**src/rtl/pll_phase_ctrl.sv**
```systemverilog
// pll_phase_ctrl: ECP5 EHXPLLL reset/lock sequencer and dynamic phase-step serialiser.
module pll_phase_ctrl #(
  parameter int SETUP        = 2,
  parameter int STEP_HIGH    = 4,
  parameter int STEP_GAP     = 8,
  parameter int RST_CYCLES   = 16,
  parameter int LOCK_TIMEOUT = 4096
) (
  input  logic       clk,
  input  logic       rst,
  input  logic       req_valid,
  output logic       req_ready,
  input  logic [1:0] req_sel,
  input  logic       req_dir,
  input  logic [7:0] req_count,
  output logic       done,
  output logic       done_err,
  output logic       busy,
  input  logic       pll_lock,
  output logic       pll_rst,
  output logic [1:0] phasesel,
  output logic       phasedir,
  output logic       phasestep,
  output logic       locked,
  output logic       lock_fail
);
  localparam int TA   = RST_CYCLES > LOCK_TIMEOUT ? RST_CYCLES : LOCK_TIMEOUT;
  localparam int TB   = SETUP > STEP_HIGH ? SETUP : STEP_HIGH;
  localparam int TC   = TB > STEP_GAP ? TB : STEP_GAP;
  localparam int TMAX = TA > TC ? TA : TC;
  localparam int TW   = $clog2(TMAX + 1);
  localparam logic [2:0] S_RST = 3'd0, S_WAIT = 3'd1, S_IDLE = 3'd2, S_SETUP = 3'd3, S_HI = 3'd4, S_LO = 3'd5;
  logic [1:0] sync;
  logic lock_s;
  logic [2:0] state;
  logic [TW-1:0] timer;
  logic [7:0] cnt;
  assign lock_s = sync[1];
  always_ff @(posedge clk or posedge rst)
    if (rst) sync <= '0;
    else sync <= {sync[0], pll_lock};
  // Every output is a register; each transition sets the outputs for the state being entered.
  always_ff @(posedge clk or posedge rst)
    if (rst) begin
      state     <= S_RST;
      timer     <= '0;
      cnt       <= '0;
      pll_rst   <= 1'b1;
      phasestep <= 1'b0;
      phasesel  <= 2'd0;
      phasedir  <= 1'b0;
      req_ready <= 1'b0;
      done      <= 1'b0;
      done_err  <= 1'b0;
      busy      <= 1'b1;
      locked    <= 1'b0;
      lock_fail <= 1'b0;
    end else begin
      done     <= 1'b0;
      done_err <= 1'b0;
      timer    <= timer + 1'b1;
      if (state == S_RST) begin
        if (timer == TW'(RST_CYCLES - 1)) begin
          state   <= S_WAIT;
          timer   <= '0;
          pll_rst <= 1'b0;
        end
      end else if (state == S_WAIT) begin
        if (lock_s) begin
          state     <= S_IDLE;
          req_ready <= 1'b1;
          busy      <= 1'b0;
          locked    <= 1'b1;
        end else if (timer == TW'(LOCK_TIMEOUT - 1)) begin
          state     <= S_RST;
          timer     <= '0;
          pll_rst   <= 1'b1;
          lock_fail <= 1'b1;
        end
      end else if (!lock_s) begin
        state     <= S_RST;
        timer     <= '0;
        pll_rst   <= 1'b1;
        phasestep <= 1'b0;
        req_ready <= 1'b0;
        busy      <= 1'b1;
        locked    <= 1'b0;
        done      <= state != S_IDLE;
        done_err  <= state != S_IDLE;
      end else if (state == S_IDLE) begin
        if (req_valid && req_ready) begin
          phasesel  <= req_sel;
          phasedir  <= req_dir;
          cnt       <= req_count;
          timer     <= '0;
          req_ready <= 1'b0;
          if (req_count == 8'd0) done <= 1'b1;
          else begin
            state <= S_SETUP;
            busy  <= 1'b1;
          end
        end else req_ready <= 1'b1;
      end else if (state == S_SETUP) begin
        if (timer == TW'(SETUP - 1)) begin
          state     <= S_HI;
          timer     <= '0;
          phasestep <= 1'b1;
        end
      end else if (state == S_HI) begin
        if (timer == TW'(STEP_HIGH - 1)) begin
          state     <= S_LO;
          timer     <= '0;
          phasestep <= 1'b0;
        end
      end else if (timer == TW'(STEP_GAP - 1)) begin
        timer <= '0;
        cnt   <= cnt - 8'd1;
        if (cnt == 8'd1) begin
          state     <= S_IDLE;
          done      <= 1'b1;
          req_ready <= 1'b1;
          busy      <= 1'b0;
        end else state <= S_SETUP;
      end
    end
endmodule
```
**config.mk**
```make
export PLATFORM = sky130hd
export DESIGN_NAME = pll_phase_ctrl
export DESIGN_NICKNAME = d
export VERILOG_FILES = /design/src/rtl/pll_phase_ctrl.sv
export SDC_FILE = /design/constraint.sdc
export NUM_CORES = 1
export LEC_CHECK = 0
export ABC_AREA = 1
export CAP_MARGIN = 15
export CORE_MARGIN = 2
export CORE_UTILIZATION = 40
export DETAILED_ROUTE_END_ITERATION = 6
export SLEW_MARGIN = 20
export SYNTH_ARGS = -nofsm -noshare
export SYNTH_HDL_FRONTEND = slang
export SYNTH_SLANG_ARGS = --single-unit
```
**constraint.sdc**
```tcl
create_clock -name clk -period 2 [get_ports clk]
set_input_delay 0.6 -clock clk [delete_from_list [all_inputs] [get_ports clk]]
set_output_delay 0.6 -clock clk [all_outputs]
set_load 0.05 [all_outputs]
```
==> metrics.md <==
| Metric | Value |
|---|---|
| Final wirelength | 4858 um |
| Most common flop cell mapped by yosys | dfrtp_1 |
| Port-buffer cells | 25 |
| Max Cap Viol | 0 |
| Layout cell share with drive strength beyond 1 | 20.65% |
| GRT Util Overall | 17.17% |
| Die ar. | 6283 sq um |
| Clock Tree Buf Depth | 2 |
| Global-route wire length before repair | 8487 um |
| RSZ-0062 raised after global routing | false |
| CTS Buf Count | 5 |
| CP Capture Type | flip-flop |
| # setup viols final | 0 |
| IO Count | 26 |
| Worst Path Required | 2180 ps |
| Worst Setup Start Kind | input pin |
| Row count | 27 |
| Wire per inst | 11.82 um |
| DRC Markers | 0 |
| Setup TNS | 0 ps |
| Starting Density | 41.40% |
| Crit-path max cell delay | 480 ps |
| Max FO, Critical Path | 3 |
| Post-CTS resize count | 0 |
| Fin crit share | 88.17% |
| VDD IR max | 714.6 uV |
| Final worst path period need | 1763 ps |
| RD Place Congestion | 0.8074 |
| HPWL after DPL | 3529 um |
| CTS tree | done |
| Post-route ant nets | 0 |
| Top cell family by delay on the critical path | simple AND/OR/NAND/NOR gates |
| Critical path class | in2reg |
| Largest net degree at the start of global routing | 38 |
| DRT iter0 DRCs | 94 |
| Post-synth top area cell | dfrtp_1 |
| Total iterations of the first detailed-routing run | 5 |
| Final max-slew violation count | 0 |
| Syn Area/Cell | 7.604 sq um |
| Initial antenna violation count | 0 |
| Number of flops mapped to enable cells by yosys | 0 |
| Clock root buffer | clkbuf_8 |
| Status | completed |
| Seq/Total Area, Yosys | 40.97% |
| Yosys warning count | 0 |
| Crit path cell chain | clkdlybuf4s50_1 > nor2_1 > nand3_1 > nor2_1 > o21ai_1 > nand2_1 > nor2_1 > nand3_1 > nand2_1 > nand2_1 |
| Cell area after layout | 2779 sq um |
| Area occupied by multi-input gates | 1172 sq um |
| Buf/Inv on CP | 1 |
| Clock Sink Count | 37 |
| Die height | 79.27 um |
| Register area | 928.4 sq um |
| Worst slew pin tran | 297.9 ps |
| Clock transition at the registers of the reported paths | 70 ps |
| Vias per cell | 4.939 |
| Antenna diodes | 0 |
| Worst-skew pair later-pin latency | 290 ps |
| Pwr Density | 1358 nW/um^2 |
| Filler cells | 562 |
| Post-CTS setup buffers | 0 |
| Static Leak | 0.001309 uW |
| Routed vias | 2030 |
| Post-synthesis cell type count | 31 |
| Die width | 79.27 um |
| Hold/Removal Path Class | reg2reg |
| Final Hold Fails | 0 |
| H-tree lvl count | 2 |
| CP arrival | 1950 ps |
| Setup Skew | 5.865 ps |
| Worst R2R Setup Slack | 270 ps |
| Core area | 5473 sq um |
| Ys async rst share | 100.0% |
| Syn Inst Count | 298 |
| CP max-delay cell | clkdlybuf4s50_1 |
| Syn-to-layout area delta | 22.64% |
| Post-place instance area | 2689 sq um |
| Mapped Nets | 317 |
| FMAX | 567.1 MHz |
| Grt ovf | 0 |
| Share of the synthesized area in the top cell type | 38.65% |
| Mapped cell area | 2266 sq um |
| Quantity of hold-fixing buffers added after cts | 0 |
| #FFs+latches synth | 37 |
| Post-layout nets | 357 |
| Synth area leaders | dfrtp_1, nand2_1, nor2_1 |
| Slew HR | 80.02% |
| Vias in the first global route | 1929 |
## metal layers
layer	vias up	part of all wire, %	track usage (%)
met5	-	0	0
li1	1040	-	-
met4	0	2.3	7.414
met2	50	46	27.97
met3	11	4.8	3.977
met1	929	47	21.80
## logic make-up (layout without fill, tap and decap cells)
| logic type | Yosys count | in the layout | share of synthesized area, % |
|---|---|---|---|
| buf+inv | 39 | 80 | 7.288 |
| fa+ha+maj | 4 | 4 | 2.209 |
| flops | 37 | 37 | 40.97 |
| xor+xnor | 13 | 13 | 5.025 |
| compound gates | 50 | 50 | 14.52 |
| simple gates | 155 | 155 | 29.98 |
## sequential cells by signal, summed over array words and instances, names as in the netlist
signal     flops
busy           1
cnt            8
done           1
done_err       1
lock_fail      1
locked         1
phasedir       1
phasesel       2
phasestep      1
pll_rst        1
req_ready      1
state          3
sync           2
timer         13
## worst register-to-register path, stage by stage, from the launching register on
cell	delay, ps
dfrtp_1	400
ha_1	250
nand3_1	100
nor2_1	160
nand2_1	120
nand2_1	100
nand3_1	70
nand2_1	60
nand2_1	60
nand2_2	80
buf_12	150
a21oi_1	70
## where the power goes
part	internal [uW]	switching (uW)	leakage, uW	total, uW
clock network	281	263	0.0000455	544
registers	972	171	0.000475	1140
logic	738	1350	0.000789	2090
## area by class of cell
type | count | area share (%)
Inverter | 34 | 4.593
Clock buffer | 8 | 3.242
Timing Repair Buffer | 38 | 13.33
Tap cell | 72 | 3.242
Sequential cell | 37 | 33.41
Multi-Input combinational cell | 222 | 42.19
## cell usage after synthesis (3+ instances only)
cell type and n:
inv_2 9, o21ai_0 20, dfrtp_1 35, nand3_1 26
nor3_1 3, a21oi_2 11, nor2_2 6, xor2_1 10
o21ai_2 5, ha_1 4, nand2_1 76, nor2_1 35
xnor2_1 3, buf_2 3, inv_1 25, a21oi_1 7
## cells in the final DEF (no fill, tap or decap), types with 3 or more instances in the layout
cell type	synthesis	routed
a21oi_1	7	7
a21oi_2	11	11
buf_12	0	4
buf_4	0	20
clkbuf_8	0	6
clkdlybuf4s50_1	0	14
dfrtp_1	35	35
ha_1	4	4
inv_1	25	25
inv_2	9	9
nand2_1	76	76
nand3_1	26	26
nor2_1	35	35
nor2_2	6	6
nor3_1	3	3
o21ai_0	20	20
o21ai_2	5	5
xnor2_1	3	3
xor2_1	10	10
## per-stage QoR
stage / hold slack, ps / utilization [%] / cells / worst slack, ps / total power, uW
final: 353.2 / 50.78 / 411 / 236.5 / 3774
after global routing: 365.6 / 50.78 / 411 / 44.91 / 4102
after CTS: 352.7 / 50.78 / 411 / 228.1 / 3808
after detailed placement: 336.4 / 49.13 / 403 / -68.26 / 3242
after global placement: 332.4 / 49.13 / 403 / -82.41 / 3227
after floorplan: 331.2 / - / 298 / 319.8 / 2637
## path summary, 6_finish.rpt
kind                                     from                   end  cells past startpoint
setup reg to reg           timer[0]$_DFF_PP0_   timer[11]$_DFF_PP0_                     11
hold / removal              sync[0]$_DFF_PP0_     sync[1]$_DFF_PP0_                      0
min in group asynchronous                 rst    cnt[0]$_DFFE_PP0P_                      3
hold reg to reg             sync[0]$_DFF_PP0_     sync[1]$_DFF_PP0_                      0
setup / recovery                 req_count[1]  state[1]$_DFFE_PP0P_                     10
max in group asynchronous                 rst   pll_rst$_DFFE_PP1P_                      3
Note: power is estimated with default switching activity, not from simulation.
